**src/rtl/countdown_timer_bcd_if.sv**
```systemverilog
// Control/status bundle between the menu FSM and countdown_timer_bcd.
// The optional pause level only exists when COUNTDOWN_PAUSE_EN is defined.
interface countdown_timer_bcd_if;
  logic       start;
  logic [7:0] loadVal;
  logic       cancel;
  logic       ack;
`ifdef COUNTDOWN_PAUSE_EN
  logic       pause;
`endif
  logic [8:0] seconds;
  logic       busy;
  logic       timeout;

`ifdef COUNTDOWN_PAUSE_EN
  modport master (
    output start, loadVal, cancel, ack, pause,
    input  seconds, busy, timeout
  );
  modport slave (
    input  start, loadVal, cancel, ack, pause,
    output seconds, busy, timeout
  );
`else
  modport master (
    output start, loadVal, cancel, ack,
    input  seconds, busy, timeout
  );
  modport slave (
    input  start, loadVal, cancel, ack,
    output seconds, busy, timeout
  );
`endif
endinterface

```
**src/rtl/countdown_timer_bcd.sv**
```systemverilog
// Per-operation BCD countdown timer feeding the 7-segment display stage.
// seconds = {active, tens, ones}; one-cycle timeout pulse when the count hits 00.
// The prescaler divides clk_i by TICK_DIV to form the decrement tick.
// Optional feature: define COUNTDOWN_PAUSE_EN to add the pause input and PAUSE state.
// reset_i is synchronous and active-low (0 = reset).
module countdown_timer_bcd #(
  parameter int TICK_DIV = 100_000_000,
  parameter int CNT_W    = 27
) (
  input  logic                  clk_i,
  input  logic                  reset_i,
  countdown_timer_bcd_if.slave  bus
);

  typedef enum logic [1:0] {
    IDLE  = 2'd0,
    RUN   = 2'd1,
    DONE  = 2'd2
`ifdef COUNTDOWN_PAUSE_EN
    ,
    PAUSE = 2'd3
`endif
  } state_t;

  localparam logic [CNT_W-1:0] TICK_LAST = CNT_W'(TICK_DIV - 1);
  localparam logic [CNT_W-1:0] PRESC_ONE = CNT_W'(1);

  state_t           state_q, state_d;
  logic [CNT_W-1:0] presc_q, presc_d;
  logic [8:0]       seconds_q, seconds_d;
  logic             busy_q, busy_d;
  logic             timeout_q, timeout_d;

  logic [3:0] loadTens, loadOnes;
  logic [3:0] decTens, decOnes;
  logic       pauseReq;

`ifdef COUNTDOWN_PAUSE_EN
  assign pauseReq = bus.pause;
`else
  assign pauseReq = 1'b0;
`endif

  // Clamp out-of-range load digits to 9 and form the BCD decrement of the current count
  always_comb begin
    loadTens = (bus.loadVal[7:4] > 4'd9) ? 4'd9 : bus.loadVal[7:4];
    loadOnes = (bus.loadVal[3:0] > 4'd9) ? 4'd9 : bus.loadVal[3:0];
    if (seconds_q[3:0] != 4'd0) begin
      decTens = seconds_q[7:4];
      decOnes = seconds_q[3:0] - 4'd1;
    end else if (seconds_q[7:4] != 4'd0) begin
      decTens = seconds_q[7:4] - 4'd1;
      decOnes = 4'd9;
    end else begin
      decTens = 4'd0;
      decOnes = 4'd0;
    end
  end

  // Next-state and next-output logic; priority cancel > start > ack > tick
  always_comb begin
    state_d   = state_q;
    presc_d   = presc_q;
    seconds_d = seconds_q;
    busy_d    = busy_q;
    timeout_d = 1'b0;

    if (bus.cancel) begin
      state_d   = IDLE;
      presc_d   = '0;
      seconds_d = 9'h000;
      busy_d    = 1'b0;
    end else if (bus.start) begin
      presc_d = '0;
      if (loadTens == 4'd0 && loadOnes == 4'd0) begin
        state_d   = DONE;
        seconds_d = 9'h100;
        busy_d    = 1'b0;
        timeout_d = 1'b1;
      end else begin
        state_d   = RUN;
        seconds_d = {1'b1, loadTens, loadOnes};
        busy_d    = 1'b1;
      end
    end else begin
      case (state_q)
        IDLE: begin
          seconds_d = 9'h000;
          busy_d    = 1'b0;
        end
        DONE: begin
          if (bus.ack) begin
            state_d   = IDLE;
            seconds_d = 9'h000;
          end
        end
        RUN: begin
          if (pauseReq) begin
`ifdef COUNTDOWN_PAUSE_EN
            state_d = PAUSE;
`endif
          end else if (presc_q == TICK_LAST) begin
            presc_d = '0;
            if (decTens == 4'd0 && decOnes == 4'd0) begin
              state_d   = DONE;
              seconds_d = 9'h100;
              busy_d    = 1'b0;
              timeout_d = 1'b1;
            end else begin
              seconds_d = {1'b1, decTens, decOnes};
            end
          end else begin
            presc_d = presc_q + PRESC_ONE;
          end
        end
`ifdef COUNTDOWN_PAUSE_EN
        PAUSE: begin
          if (!pauseReq) begin
            state_d = RUN;
          end
        end
`endif
        default: begin
          state_d   = IDLE;
          presc_d   = '0;
          seconds_d = 9'h000;
          busy_d    = 1'b0;
        end
      endcase
    end
  end

  // State and output registers with synchronous active-low reset
  always_ff @(posedge clk_i) begin
    if (!reset_i) begin
      state_q   <= IDLE;
      presc_q   <= '0;
      seconds_q <= 9'h000;
      busy_q    <= 1'b0;
      timeout_q <= 1'b0;
    end else begin
      state_q   <= state_d;
      presc_q   <= presc_d;
      seconds_q <= seconds_d;
      busy_q    <= busy_d;
      timeout_q <= timeout_d;
    end
  end

  assign bus.seconds = seconds_q;
  assign bus.busy    = busy_q;
  assign bus.timeout = timeout_q;

endmodule

```
**src/flat_wrapper.sv**
```systemverilog
// flat-port wrapper written by rule: the top's interface ports become plain ports
module countdown_timer_bcd_flat 
#(
  parameter int TICK_DIV = 100_000_000,
  parameter int CNT_W    = 27
)
  (clk_i, reset_i, bus_start, bus_loadVal, bus_cancel, bus_ack, bus_seconds, bus_busy, bus_timeout);
  countdown_timer_bcd_if bus_i ();
  input  logic clk_i;
  input  logic reset_i;
  input wire logic [$bits(bus_i.start)-1:0] bus_start;
  input wire logic [$bits(bus_i.loadVal)-1:0] bus_loadVal;
  input wire logic [$bits(bus_i.cancel)-1:0] bus_cancel;
  input wire logic [$bits(bus_i.ack)-1:0] bus_ack;
  output wire logic [$bits(bus_i.seconds)-1:0] bus_seconds;
  output wire logic [$bits(bus_i.busy)-1:0] bus_busy;
  output wire logic [$bits(bus_i.timeout)-1:0] bus_timeout;
  assign bus_i.start = bus_start;
  assign bus_i.loadVal = bus_loadVal;
  assign bus_i.cancel = bus_cancel;
  assign bus_i.ack = bus_ack;
  assign bus_seconds = bus_i.seconds;
  assign bus_busy = bus_i.busy;
  assign bus_timeout = bus_i.timeout;
  countdown_timer_bcd #(.TICK_DIV(TICK_DIV), .CNT_W(CNT_W)) u_core (.clk_i(clk_i), .reset_i(reset_i), .bus(bus_i));
endmodule
```
**config.mk**
```make
export PLATFORM = sky130hd
export DESIGN_NAME = countdown_timer_bcd_flat
export DESIGN_NICKNAME = d
export VERILOG_FILES = /design/src/rtl/countdown_timer_bcd_if.sv /design/src/rtl/countdown_timer_bcd.sv /design/src/flat_wrapper.sv
export SDC_FILE = /design/constraint.sdc
export NUM_CORES = 1
export LEC_CHECK = 0
export ABC_CLOCK_PERIOD_IN_PS = 2800
export BUFFER_PORTS_ARGS = -buffer_cell sky130_fd_sc_hd__buf_2
export CORE_ASPECT_RATIO = 0.5
export CORE_MARGIN = 5
export CORE_UTILIZATION = 45
export CTS_CLUSTER_SIZE = 14
export DETAILED_ROUTE_END_ITERATION = 6
export SLEW_MARGIN = 20
export SYNTH_ARGS = -nofsm -noshare
export SYNTH_HDL_FRONTEND = slang
export SYNTH_SLANG_ARGS = --single-unit
```
**constraint.sdc**
```tcl
create_clock -name clk_i -period 2.8 [get_ports clk_i]
set_input_delay 0.42 -clock clk_i [delete_from_list [all_inputs] [get_ports clk_i]]
set_output_delay 0.42 -clock clk_i [all_outputs]
set_load 0.03 [all_outputs]
```
* Word-level counts from Yosys, hierarchy flattened
Cells that the tools add are included.
** Word-level totals
- Register bits :: 40
- Latch bits :: 0
- Memory bits (writable) :: 0
- Bits in read-only memories :: 0
- Logic and storage cells :: 64
- Memories :: 0
** Cells by class
- $add $sub $neg :: 3
- Multipliers :: 0
- Div/mod/pow operators :: 0
- Order comparisons :: 2
- Equal/unequal tests :: 8
- Shifts and indexed selects :: 0
- Mux-type cells :: 30
- Bitwise operators :: 1
- Reduce and logical (&&, ||, !) cells :: 15
** Operators with widths (number)
- case mux 27 bit (2 select lines) :: 1
- adder 27 x 1 -> 27 bit (second input constant) :: 1
- == test 27 bit (second input constant) :: 1
- two-way mux 27 bit :: 1
- two-way mux 9 bit :: 3
- two-way mux 4 bit :: 6
- case mux 9 bit (2 select lines) :: 1
- logical NOT 4 bit :: 4
- two-way mux 8 bit :: 2
- two-way mux 2 bit :: 5
- two-way mux 1 bit :: 9
- greater-than comparator 4 bit (second input constant) :: 2
- nonzero test 4 bit :: 2
- subtractor 4 x 1 -> 4 bit (second input constant) :: 2
- != test 3 x 2 -> 1 bit (second input constant) :: 2
- case mux 2 bit (3 select lines) :: 1
- != test 2 bit (second input constant) :: 2
- AND reduction 4 bit :: 1
- OR reduction 2 bit :: 2
- != test 3 bit (second input constant) :: 1
- AND reduction 3 bit :: 1
- OR reduction 3 bit :: 1
- == test 2 x 1 -> 1 bit (second input constant) :: 1
- == test 2 bit (second input constant) :: 1
- other kinds (5) :: 6

* Longest topological paths before layout
- Depth in word-level cells :: 9
- Mapped depth :: 7

* Worst setup path after synthesis
OpenSTA, ideal clock, no wires.
- Kind :: flip-flop to flip-flop
- Start point :: register u_core.seconds_q[0] (netlist: u_core.bus.seconds[0])
- End point :: register u_core.state_q[1]
- Arrival :: 2.138 ns
- Required time :: 2.681 ns
- Path slack :: 0.543 ns
- Cell stages (with the launch flop) :: 7
- Path buffers :: 1
- Path through :: dfxtp_1 -> buf_6 -> or4_4 -> or4_4 -> and4_4 -> and2_4 -> o221a_1
** Between the ends
- Word-level cells in the longest chain between the ends :: 6
** Ends and longest elaborated chain
- from (decl) :: RTL line countdown_timer_bcd.sv:30 : logic [8:0] seconds_q, seconds_d;
- from (signal assigned) :: RTL line countdown_timer_bcd.sv:144 : seconds_q <= seconds_d;
- subtractor 4 x 1 -> 4 bit / nonzero test 4 bit (equally long branches) :: RTL line countdown_timer_bcd.sv:50, countdown_timer_bcd.sv:48
- two-way mux 4 bit :: RTL line countdown_timer_bcd.sv:48 : if (seconds_q[3:0] != 4'd0) begin
- logical NOT 4 bit :: RTL line countdown_timer_bcd.sv:104 : if (decTens == 4'd0 && decOnes == 4'd0) begin
- logical AND 1 bit (*) :: RTL line countdown_timer_bcd.sv:104
- != test 3 x 2 -> 1 bit (no line) (*)
- AND reduction 4 bit (no line) (*)
- to (signal assigned) :: RTL line countdown_timer_bcd.sv:142 : state_q <= state_d;
- to (decl) :: RTL line countdown_timer_bcd.sv:28 : state_t state_q, state_d;
Every way passes the cells marked *; elsewhere a longest branch is shown, timed or not.
A chain may end at the register's enable or synchronous reset.

* Worst setup path in the final report
- Start point :: register u_core.presc_q[1]
- End point :: register u_core.presc_q[22]
** Between the ends
- Word-level cells in the longest chain between the ends :: 3
** Ends and longest elaborated chain
- from (decl) :: RTL line countdown_timer_bcd.sv:29 : logic [CNT_W-1:0] presc_q, presc_d;
- from (signal assigned) :: RTL line countdown_timer_bcd.sv:143 : presc_q <= presc_d;
- adder 27 x 1 -> 27 bit / == test 27 bit (equally long branches) :: RTL line countdown_timer_bcd.sv:113, countdown_timer_bcd.sv:102
- two-way mux 27 bit (*) :: RTL line countdown_timer_bcd.sv:102 : end else if (presc_q == TICK_LAST) begin
- case mux 27 bit (2 select lines) (*) :: RTL line countdown_timer_bcd.sv:86 : case (state_q)
Marks and branches as above.

==> metrics.md <==
| Metric | Value |
|---|---|
| Status | completed |
| Minimum clock period | 2.25 ns |
| P&R area growth vs syn | 11.5% |
| CTS clk-pin slew, worst paths | 0.08 ns |
| Total nets after synthesis | 347 |
| Grt total ovfl | 0 |
| Critical Path Source Type | flop |
| Post-Synthesis Cells | 332 |
| DRT Pass-1 Iters | 4 |
| Final setup viols | 0 |
| Starting Density | 0.463 |
| Fin. Hold Viols | 0 |
| Crit path DAT | around 2.5 ns |
| Largest net degree at the start of global routing | 26 |
| Worst-Margin Slew | 0.704 ns |
| Hold Crit Class | reg2reg |
| DR vias | 2,590 |
| IR drop worst, VDD | 196 uV |
| CTS root buf | clkbuf_8 |
| Setup TNS after final layout | 0 ns |
| IO Count | 24 |
| Total power | ~1.2 mW |
| DR vias/cell | 6.08 |
| Worst Skew | roughly 0.0057 ns |
| Slowest cell delay on critical path | 0.59 ns |
| Largest cells by area after synthesis | dfxtp_1 (32%), mux2i_1 (6.7%), a21oi_1 (6.2%), nand3_1 (5.8%), nand2_1 (4.2%) |
| Yosys top cell by area | dfxtp_1 |
| Diodes inserted | 0 |
| Clk Latency, worst-skew pair | 0.30 ns |
| Unique masters post-synth | 49 |
| Routed wire per std cell | 16.3 um |
| Routed WL | ~6.9 mm |
| Setup Fix Bufs, Post-CTS | 0 |
| Yosys warns | 0 |
| DRC Markers | 0 |
| Hold buffers post-CTS | 0 |
| Synthesized area | between 2000 and 3000 um^2 |
| Die Span Y | 62.9 um |
| Layout cells sized above 1 | 0.133 |
| Design Area, Final | ~2800 um^2 |
| Die area | around 7300 um^2 |
| Initial antenna violation count | 0 |
| Place WS | 0.599 ns |
| FF-to-FF path depth | 6 |
| Async SR Flop Fraction | 0 |
| Number of synthesized flops with an enable pin | 0 |
| Fin crit share | 0.805 |
| Top_reg_cell synth | dfxtp_1 |
| # rows | 19 |
| DRT iter0 DRCs | 262 |
| DRT antenna net count | 0 |
| Critical path type | reg2reg |
| First-pass GRT wire length | 11.4 mm |
| Max Fclk | 444 MHz |
| Die W | 116 um |
| Core Util, Final | 0.516 |
| Pwr dens | 412 nW/um^2 |
| Max clock buf depth | 2 |
| Crit-path cells | ha_1, nand4_1, nor2_1, nand2_1, or4_1, a31oi_1 |
| CTS resizes | 0 |
| RSZ-0062 raised after global routing | false |
| Slew headroom | 0.529 |
| Cells after DPL | 418 |
| Register area | 801 um^2 |
| P_leak | 0.951 nW |
| Clock tree from TritonCTS | built |
| Filler instances | 527 |
| Hold WS | a little under 0.5 ns |
| Critical-path top delay cell | nor2_1 |
| IO buf count | 23 |
| Avg Inst Size Synth | 7.59 um^2 |
| Placed Instance Area | 2720 um^2 |
| Fin cells | 426 |
| Number of global-route vias before repair | 2,423 |
| H-tree levels | 2 |
| Seq cells post-synth | 40 |
| Fin. max-slew vios | 0 |
| Worst hold path depth | 1 |
| Core box area | 5440 um^2 |
| Endpoint class of the critical path | flop |
| RD Place Congestion | roughly 0.83 |
| DP HPWL | ~4.8 mm |
| Total GRT Usage | 0.191 |
| Multi-input combinational cell area | 1590 um^2 |
| Post-synthesis sequential area ratio | 0.318 |
| Critical path peak fanout | 9 |
| Top cell type's share of synthesized area | 0.318 |
| Total CTS buffers | 5 |
| Setup ws final | between 0.5 and 0.6 ns |
| Total of max-cap violations | 0 |
| CP required | 3.04 ns |
| NumNets Final | around 370 |
| Clk sinks | 40 |
## path summary, 6_finish.rpt
check / startpoint / end / slack, ns
max: u_core.presc_q[1]$_SDFFE_PP0N_ / u_core.presc_q[22]$_SDFFE_PP0N_ / 0.55
min: u_core.presc_q[16]$_SDFFE_PP0N_ / u_core.presc_q[16]$_SDFFE_PP0N_ / 0.49
max reg2reg: u_core.presc_q[1]$_SDFFE_PP0N_ / u_core.presc_q[22]$_SDFFE_PP0N_ / 0.55
min reg2reg: u_core.presc_q[16]$_SDFFE_PP0N_ / u_core.presc_q[16]$_SDFFE_PP0N_ / 0.49
## worst max-delay path, delay by kind of cell, from the launching register on
| family | cells | cell delay, ns |
|---|---|---|
| AO/OA/AOI/OAI | 1 | 0.16 |
| adder cells (fa/ha/maj) | 1 | 0.24 |
| flip-flops | 1 | 0.38 |
| AND/OR/NAND/NOR | 4 | 1.41 |
## kinds of logic after synthesis
family,share of synthesized area
adders and majority gates,0.00992
buffers and inverters,0.0506
DFF,0.318
muxes,0.0720
and+or+nand+nor,0.344
AOI/OAI and AO/OA,0.199
xor gates and xnor gates,0.00695
## synth_stat cells, drive strengths merged (3+ instances only)
master	n
and3	5
and4	7
nor4	7
nand3	29
nor2	20
or4	5
nor2b	4
nor3	14
o21ai	16
or3	7
nor3b	3
dfxtp	40
nand4	13
o2111ai	3
mux2i	17
nand2b	4
clkbuf	19
a31oi	5
nand3b	3
nand2	28
a21oi	31
inv	12
o211ai	8
a22o	3
o22ai	3
## layout by cell type (no fill, tap or decap), drive strengths merged, types with 5 or more instances in the layout
cell type,n
or3,7
clkbuf,8
or4,5
a31oi,5
a21oi,31
nand2,28
nor4,7
and3,5
o211ai,8
nand4,13
nand3,29
and4,7
buf,33
mux2i,17
nor3,14
o21ai,16
inv,12
nor2,20
dfxtp,40
## flip-flops by register name, indices dropped and copies added (netlist names)
name	flops
u_core.bus.busy	1
u_core.bus.seconds	9
u_core.bus.timeout	1
u_core.presc_q	27
u_core.state_q	2
## power by group
group / switching, mW / total, mW / internal, mW / leakage (nW)
Combinational: 0.0896 / 0.152 / 0.0627 / 0.582
Sequential: 0.0143 / 0.589 / 0.575 / 0.323
Clock: 0.216 / 0.417 / 0.201 / 0.0455
Total: 0.319 / 1.16 / 0.839 / 0.951
## cell type report
type                    instances  share of cell area
well taps                      73              0.0325
inverters                      12              0.0160
flip-flops and latches         40               0.285
repair buffers                 33              0.0677
clock buffers                   8              0.0321
multi-input cells             260               0.567
## routing by layer
| metal | global-route usage | wire length [um] |
|---|---|---|
| met3 | 0.0445 | 439 |
| met2 | 0.297 | 3000 |
| met4 | 0.0666 | 78 |
| met1 | 0.259 | 3400 |
| met5 | 0 | 0 |
Note: power is estimated with default switching activity, not from simulation.
